==> src/rtl/leaf_interface_pkg.sv <==
// leaf_interface_pkg: shared constants and bus-field helpers for the BFT leaf adapter.
// Bus layout is {valid, dest_addr, payload}; the helpers give field positions
// from the bus width and payload width so no block hard-codes offsets.
package leaf_interface_pkg;

    localparam int unsigned drop_cnt_w = 16;

    // Index of the valid tag (bus MSB).
    function automatic int unsigned bus_valid_idx(input int unsigned bus_w);
        return bus_w - 1;
    endfunction

    // Upper bound of the destination-address slice.
    function automatic int unsigned bus_addr_hi(input int unsigned bus_w);
        return bus_w - 2;
    endfunction

    // Lower bound of the destination-address slice.
    function automatic int unsigned bus_addr_lo(input int unsigned pl_w);
        return pl_w;
    endfunction

    // FIFO pointer width: one extra MSB distinguishes full from empty.
    function automatic int unsigned fifo_ptr_w(input int unsigned depth);
        return $clog2(depth) + 1;
    endfunction

endpackage

==> src/rtl/leaf_fifo.sv <==
// leaf_fifo: synchronous FIFO, first-word fall-through read, async active-high reset.
// Ports:
//   clk, reset      clock / asynchronous active-high reset
//   push, wdata     write request and data (ignored when full unless popping)
//   pop             read request (ignored when empty)
//   rdata           head entry, valid while empty=0
//   full, empty     occupancy flags decoded from the pointers
module leaf_fifo
    import leaf_interface_pkg::*;
#(
    parameter int unsigned width = 8,
    parameter int unsigned depth = 4
) (
    input  logic             clk,
    input  logic             reset,
    input  logic             push,
    input  logic             pop,
    input  logic [width-1:0] wdata,
    output logic [width-1:0] rdata,
    output logic             full,
    output logic             empty
);

    localparam int unsigned aw = $clog2(depth);
    localparam int unsigned pw = fifo_ptr_w(depth);

    logic [pw-1:0]    wr_ptr;
    logic [pw-1:0]    rd_ptr;
    logic [width-1:0] mem [depth];
    logic             do_push;
    logic             do_pop;

    assign empty = (wr_ptr == rd_ptr);
    assign full  = (wr_ptr[aw-1:0] == rd_ptr[aw-1:0]) && (wr_ptr[aw] != rd_ptr[aw]);

    // A pop in the same cycle frees the slot, so a full FIFO may still accept.
    assign do_pop  = pop && !empty;
    assign do_push = push && (!full || do_pop);

    assign rdata = mem[rd_ptr[aw-1:0]];

    // Pointer update; wrap is natural modulo 2*depth.
    always_ff @(posedge clk or posedge reset) begin
        if (reset) begin
            wr_ptr <= '0;
            rd_ptr <= '0;
        end else begin
            if (do_push) wr_ptr <= wr_ptr + pw'(1);
            if (do_pop)  rd_ptr <= rd_ptr + pw'(1);
        end
    end

    // Storage; contents are meaningless while empty so no reset is needed.
    always_ff @(posedge clk) begin
        if (do_push) mem[wr_ptr[aw-1:0]] <= wdata;
    end

endmodule

==> src/rtl/leaf_interface.sv <==
// leaf_interface: PE <-> BFT leaf adapter below the level-0 pi_switch.
// TX FIFO buffers PE packets and injects one per cycle onto bus_o as {1, dest, payload}.
// RX FIFO captures packets for this leaf from bus_i; the tree cannot be stalled, so
// misrouted packets and packets arriving at a full, non-draining FIFO are dropped.
// Optional feature macro: LEAF_DROP_CNT_EN adds a saturating 16-bit drop_cnt port.
// Ports:
//   clk, reset                       clock / asynchronous active-high reset
//   in_valid, in_ready, in_data      PE -> tree stream ({dest, payload})
//   out_valid, out_ready, out_data   tree -> PE stream (FWFT head of RX FIFO)
//   bus_o                            registered packet to the switch leaf input
//   bus_i                            packet from the switch leaf output
//   rx_drop                          one-cycle pulse per discarded arrival
//   drop_cnt                         saturating drop count (LEAF_DROP_CNT_EN only)
module leaf_interface
    import leaf_interface_pkg::*;
#(
    parameter int unsigned num_leaves = 2,
    parameter int unsigned payload_sz = 1,
    parameter int unsigned addr       = 0,
    parameter int unsigned p_sz       = 1 + $clog2(num_leaves) + payload_sz,
    parameter int unsigned fifo_depth = 4
) (
    input  logic            clk,
    input  logic            reset,
    input  logic            in_valid,
    output logic            in_ready,
    input  logic [p_sz-2:0] in_data,
    output logic            out_valid,
    input  logic            out_ready,
    output logic [p_sz-2:0] out_data,
    output logic [p_sz-1:0] bus_o,
    input  logic [p_sz-1:0] bus_i,
    output logic            rx_drop
`ifdef LEAF_DROP_CNT_EN
    ,
    output logic [drop_cnt_w-1:0] drop_cnt
`endif
);

    localparam int unsigned aw        = $clog2(num_leaves);
    localparam int unsigned dw        = p_sz - 1;
    localparam int unsigned valid_idx = bus_valid_idx(p_sz);
    localparam int unsigned addr_hi   = bus_addr_hi(p_sz);
    localparam int unsigned addr_lo   = bus_addr_lo(payload_sz);

    logic          tx_full;
    logic          tx_empty;
    logic          tx_push;
    logic          tx_pop;
    logic [dw-1:0] tx_head;

    logic          rx_full;
    logic          rx_empty;
    logic          rx_push;
    logic          rx_pop;
    logic          pkt_valid;
    logic          dest_match;
    logic          drop_now;

    // ---------------- TX path ----------------
    // Gated by reset so the PE sees no acceptance while state is being cleared.
    assign in_ready = !tx_full && !reset;
    assign tx_push  = in_valid && in_ready;
    // The tree always accepts a leaf input, so drain every non-empty cycle.
    assign tx_pop   = !tx_empty;

    leaf_fifo #(
        .width (dw),
        .depth (fifo_depth)
    ) u_tx_fifo (
        .clk   (clk),
        .reset (reset),
        .push  (tx_push),
        .pop   (tx_pop),
        .wdata (in_data),
        .rdata (tx_head),
        .full  (tx_full),
        .empty (tx_empty)
    );

    // Injection register; no combinational path from bus_i.
    always_ff @(posedge clk or posedge reset) begin
        if (reset) begin
            bus_o <= '0;
        end else if (tx_pop) begin
            bus_o <= {1'b1, tx_head};
        end else begin
            bus_o <= '0;
        end
    end

    // ---------------- RX path ----------------
    assign out_valid  = !rx_empty;
    assign rx_pop     = out_valid && out_ready;
    assign pkt_valid  = bus_i[valid_idx];
    assign dest_match = (bus_i[addr_hi:addr_lo] == aw'(addr));
    // When full, out_valid is 1, so out_ready implies a pop that frees the slot.
    assign rx_push    = pkt_valid && dest_match && (!rx_full || out_ready);
    assign drop_now   = pkt_valid && !rx_push;

    leaf_fifo #(
        .width (dw),
        .depth (fifo_depth)
    ) u_rx_fifo (
        .clk   (clk),
        .reset (reset),
        .push  (rx_push),
        .pop   (rx_pop),
        .wdata (bus_i[dw-1:0]),
        .rdata (out_data),
        .full  (rx_full),
        .empty (rx_empty)
    );

    // Drop pulse, visible for the cycle after the decision edge.
    always_ff @(posedge clk or posedge reset) begin
        if (reset) begin
            rx_drop <= 1'b0;
        end else begin
            rx_drop <= drop_now;
        end
    end

`ifdef LEAF_DROP_CNT_EN
    // Saturating drop counter, updated on the same edge as rx_drop.
    always_ff @(posedge clk or posedge reset) begin
        if (reset) begin
            drop_cnt <= '0;
        end else if (drop_now && (drop_cnt != {drop_cnt_w{1'b1}})) begin
            drop_cnt <= drop_cnt + drop_cnt_w'(1);
        end
    end
`endif

endmodule

==> config.mk <==
export PLATFORM = sky130hd
export DESIGN_NAME = leaf_interface
export DESIGN_NICKNAME = d
export VERILOG_FILES = /design/src/rtl/leaf_interface_pkg.sv /design/src/rtl/leaf_fifo.sv /design/src/rtl/leaf_interface.sv
export SDC_FILE = /design/constraint.sdc
export NUM_CORES = 1
export LEC_CHECK = 0
export ABC_AREA = 1
export BUFFER_PORTS_ARGS = -buffer_cell sky130_fd_sc_hd__clkbuf_2
export CAP_MARGIN = 15
export CORE_ASPECT_RATIO = 0.9
export CORE_MARGIN = 10
export CORE_UTILIZATION = 30
export DETAILED_ROUTE_END_ITERATION = 16
export PLACE_DENSITY = 0.48
export SLEW_MARGIN = 15
export SYNTH_ARGS = -nofsm -noshare
export SYNTH_HDL_FRONTEND = slang
export SYNTH_HIERARCHICAL = 1
export SYNTH_SLANG_ARGS = --single-unit
==> constraint.sdc <==
create_clock -name clk -period 1.85 [get_ports clk]
set_input_delay 0.0925 -clock clk [delete_from_list [all_inputs] [get_ports clk]]
set_output_delay 0.0925 -clock clk [all_outputs]
set_load 0.03 [all_outputs]
==> results.toml <==
[clock_tree]
htree_levels = 2
clock_latency_ns = 0.27
cts.sinks = 32
postCtsSetupRepairBufs = 0
clockBufferDepth = 2
numCtsBuffers = 5
clk_pin_slew_worst_paths_ns = 0.06
cts_tree = "yes"
clock-root-buffer = "clkbuf_8"

[logic_synthesis]
ys_warn_count = 6
ys_seq_area_share_pct = 52.0
synth_top_area_share_pct = 28.3
synth_cell_types = 19
synthTopCellsByArea = "edfxtp_1 28%, dfrtp_1 24%, nand2_1 8.4%"
synth_fp_nets = 200
yosysTopAreaCell = "edfxtp_1"
avgSynthCellArea_um2 = 9.37
syn_area_um2 = 1700
synthCells = 181
synth_seq_cells = 32

[placement]
hpwlAfterDp_mm = 2.64
dp.cells = 279
pre_cts_ws_ns = 0.125
port_buffers = 16
gp_congestion = 0.697
placed_cell_area_um2 = 1970

[route]
drt_iter0_drc = 74
ant_nets = 0
vias = 1216
via_per_inst = 4.22
drc = 0
first_pass_iters = 4
wire_per_inst_um = 11.4
routed_wl_mm = 3.30

[grt]
first_global_vias = 1240
grt_pass1_wl_mm = 5.84
grt_util_all_layers_pct = 7.81
grt_overflow = 0
grt_max_degree = 11
antenna_found_initial = 0

[timing]
min_period_over_period_pct = 91.8
period_minus_slack_ns = 1.70
relSlewSlack_pct = 78.0
maxSlewViolCount = 0
rsz0062_at_grt = "no"
hold_slack_ns = 0.0391
hold_violations = 0
tns_ns = 0
clock_skew_ns = 0.00557
tightest_slew_ns = 0.330
layout_setup_ws_ns = 0.151
setup_viol = 0
fmax_mhz = 589

[critical_path]
worst_r2r_endpoint = "u_tx_fifo/mem[1][0]$_DFFE_PP_"
cp_slowest_cell = "dfrtp_1"
max_stage_delay_ns = 0.46
cp.arrival_ns = 1.73
worstPathRequired_ns = 1.88
cp-end-kind = "flip-flop"
r2r_setup_slack_ns = 0.15
r2r_start = "u_tx_fifo/wr_ptr[1]$_DFFE_PP0P_"
critical_path.max_fanout = 7
path_class = "flip-flop to flip-flop"
crit_chain = "xnor2_2 > nand3_2 > inv_1 > inv_1 > inv_1 > nand4_4 > nand2_4 > nor2_1"
worst_r2r_path_depth = 8
cp-start-kind = "flip-flop"
crit_top_cell = "inv_1"

[cells_and_area]
insertedDiodeCount = 0
stdcell_area_um2 = 2100
fin_util_pct = 39.0
final_cell_mix = "38 x nand2_1, 32 x inv_1, 16 x dfrtp_1, 16 x clkbuf_2, 16 x edfxtp_1"
final_cells = 288
fill_cells = 547
drive_gt1_share_pct = 28.1
final_common_cell = "nand2_1"
layout.nets = 239
areaGrowthSynthToFinish_pct = 23.9

[floorplan]
die_h_um = 91.3
fp.coreArea_um2 = 5380
io_pins = 17
rows = 25
initial_core_util_pct = 31.5
die_w_um = 99.2
dieArea_um2 = 9060

[power_and_ir_drop]
cellLeakagePower_nw = 1.03
ir_worst_vdd_v = 0.000553
fin_total_pwr_mw = 3.56
power.density_nw_per_um2 = 1700

[hold_path]
holdPathStages = 3
min_to = "rx_drop$_DFF_PP0_"
min_from = "bus_i[2]"
min_path_type = "input pin to flip-flop"

[status]
outcome = "completed"

[run]
cap_violations = 0
==> state kept, by name (all words and copies together), names as in the netlist <==
signal and count:
u_rx_fifo/rd_ptr 3, u_rx_fifo/wr_ptr 3, u_rx_fifo/mem 8, u_tx_fifo/wr_ptr 3, bus_o 3, rx_drop 1
u_tx_fifo/mem 8, u_tx_fifo/rd_ptr 3
==> worst max-delay path: cells and delay by family (launching register included) <==
kind	cells	cell delay [ns]
buf+inv	3	0.25
simple gates	4	0.46
xor+xnor	1	0.28
flops	1	0.46
==> cells by family after synthesis <==
kind of cell	share of synthesized area [%]
compound gates	4.65
xor+xnor	3.98
fa+ha+maj	7.38
buf+inv	7.97
flops	52.0
simple gates	24.1
==> final cells by class <==
| cell class | count | area (um2) | area share [%] |
|---|---|---|---|
| Timing Repair Buffer | 32 | 203 | 9.65 |
| Inverter | 36 | 135 | 6.43 |
| Multi-Input combinational cell | 113 | 717 | 34.1 |
| Clock buffer | 7 | 76.3 | 3.63 |
| Clock inverter | 1 | 5.00 | 0.238 |
| Tap cell | 67 | 83.8 | 3.99 |
| Sequential cell | 32 | 881 | 41.9 |
==> layer usage <==
| metal | routed length (um) | global-route usage (%) | vias up |
|---|---|---|---|
| met5 | 0 | 0 | - |
| met4 | 40 | 3.22 | 0 |
| met3 | 115 | 2.35 | 2 |
| met2 | 1340 | 10.5 | 22 |
| met1 | 1800 | 11.1 | 544 |
| li1 | - | - | 648 |
==> cells in the mapped netlist <==
master	number
nand2_1	38
inv_1	32
nor2_1	22
dfrtp_1	16
edfxtp_1	16
nand3_1	12
ha_1	10
o21ai_0	8
inv_2	4
nand2_2	4
o22ai_1	4
xor2_1	4
nand2_4	2
nand3_2	2
nand4_4	2
xnor2_2	2
a21oi_1	1
a21oi_2	1
nor3b_2	1
==> power breakdown <==
group	switching (mW)	leakage [nW]	internal [mW]
registers	0.178	0.340	0.960
logic	1.17	0.644	0.755
clock network	0.234	0.0422	0.263
==> worst max path at each step <==
stage                                               start                            end  slack, ns
after global placement    u_tx_fifo/wr_ptr[1]$_DFFE_PP0P_  u_tx_fifo/mem[0][1]$_DFFE_PP_       0.13
final                     u_tx_fifo/wr_ptr[1]$_DFFE_PP0P_  u_tx_fifo/mem[1][0]$_DFFE_PP_       0.15
after detailed placement  u_rx_fifo/wr_ptr[2]$_DFFE_PP0P_  u_rx_fifo/mem[1][1]$_DFFE_PP_       0.12
after CTS                 u_rx_fifo/wr_ptr[2]$_DFFE_PP0P_  u_rx_fifo/mem[1][0]$_DFFE_PP_       0.10
after floorplan           u_rx_fifo/rd_ptr[0]$_DFFE_PP0P_  u_rx_fifo/mem[2][0]$_DFFE_PP_       0.03
after global routing      u_rx_fifo/wr_ptr[2]$_DFFE_PP0P_  u_rx_fifo/mem[1][1]$_DFFE_PP_      0.003
==> what timing repair did <==
action	CTS	global route
hold buffers	1	0
hold endpoints to repair	16	0
gates resized for setup	0	11
endpoints found under the setup margin	0	12
Power figures use the tool's default switching activity.
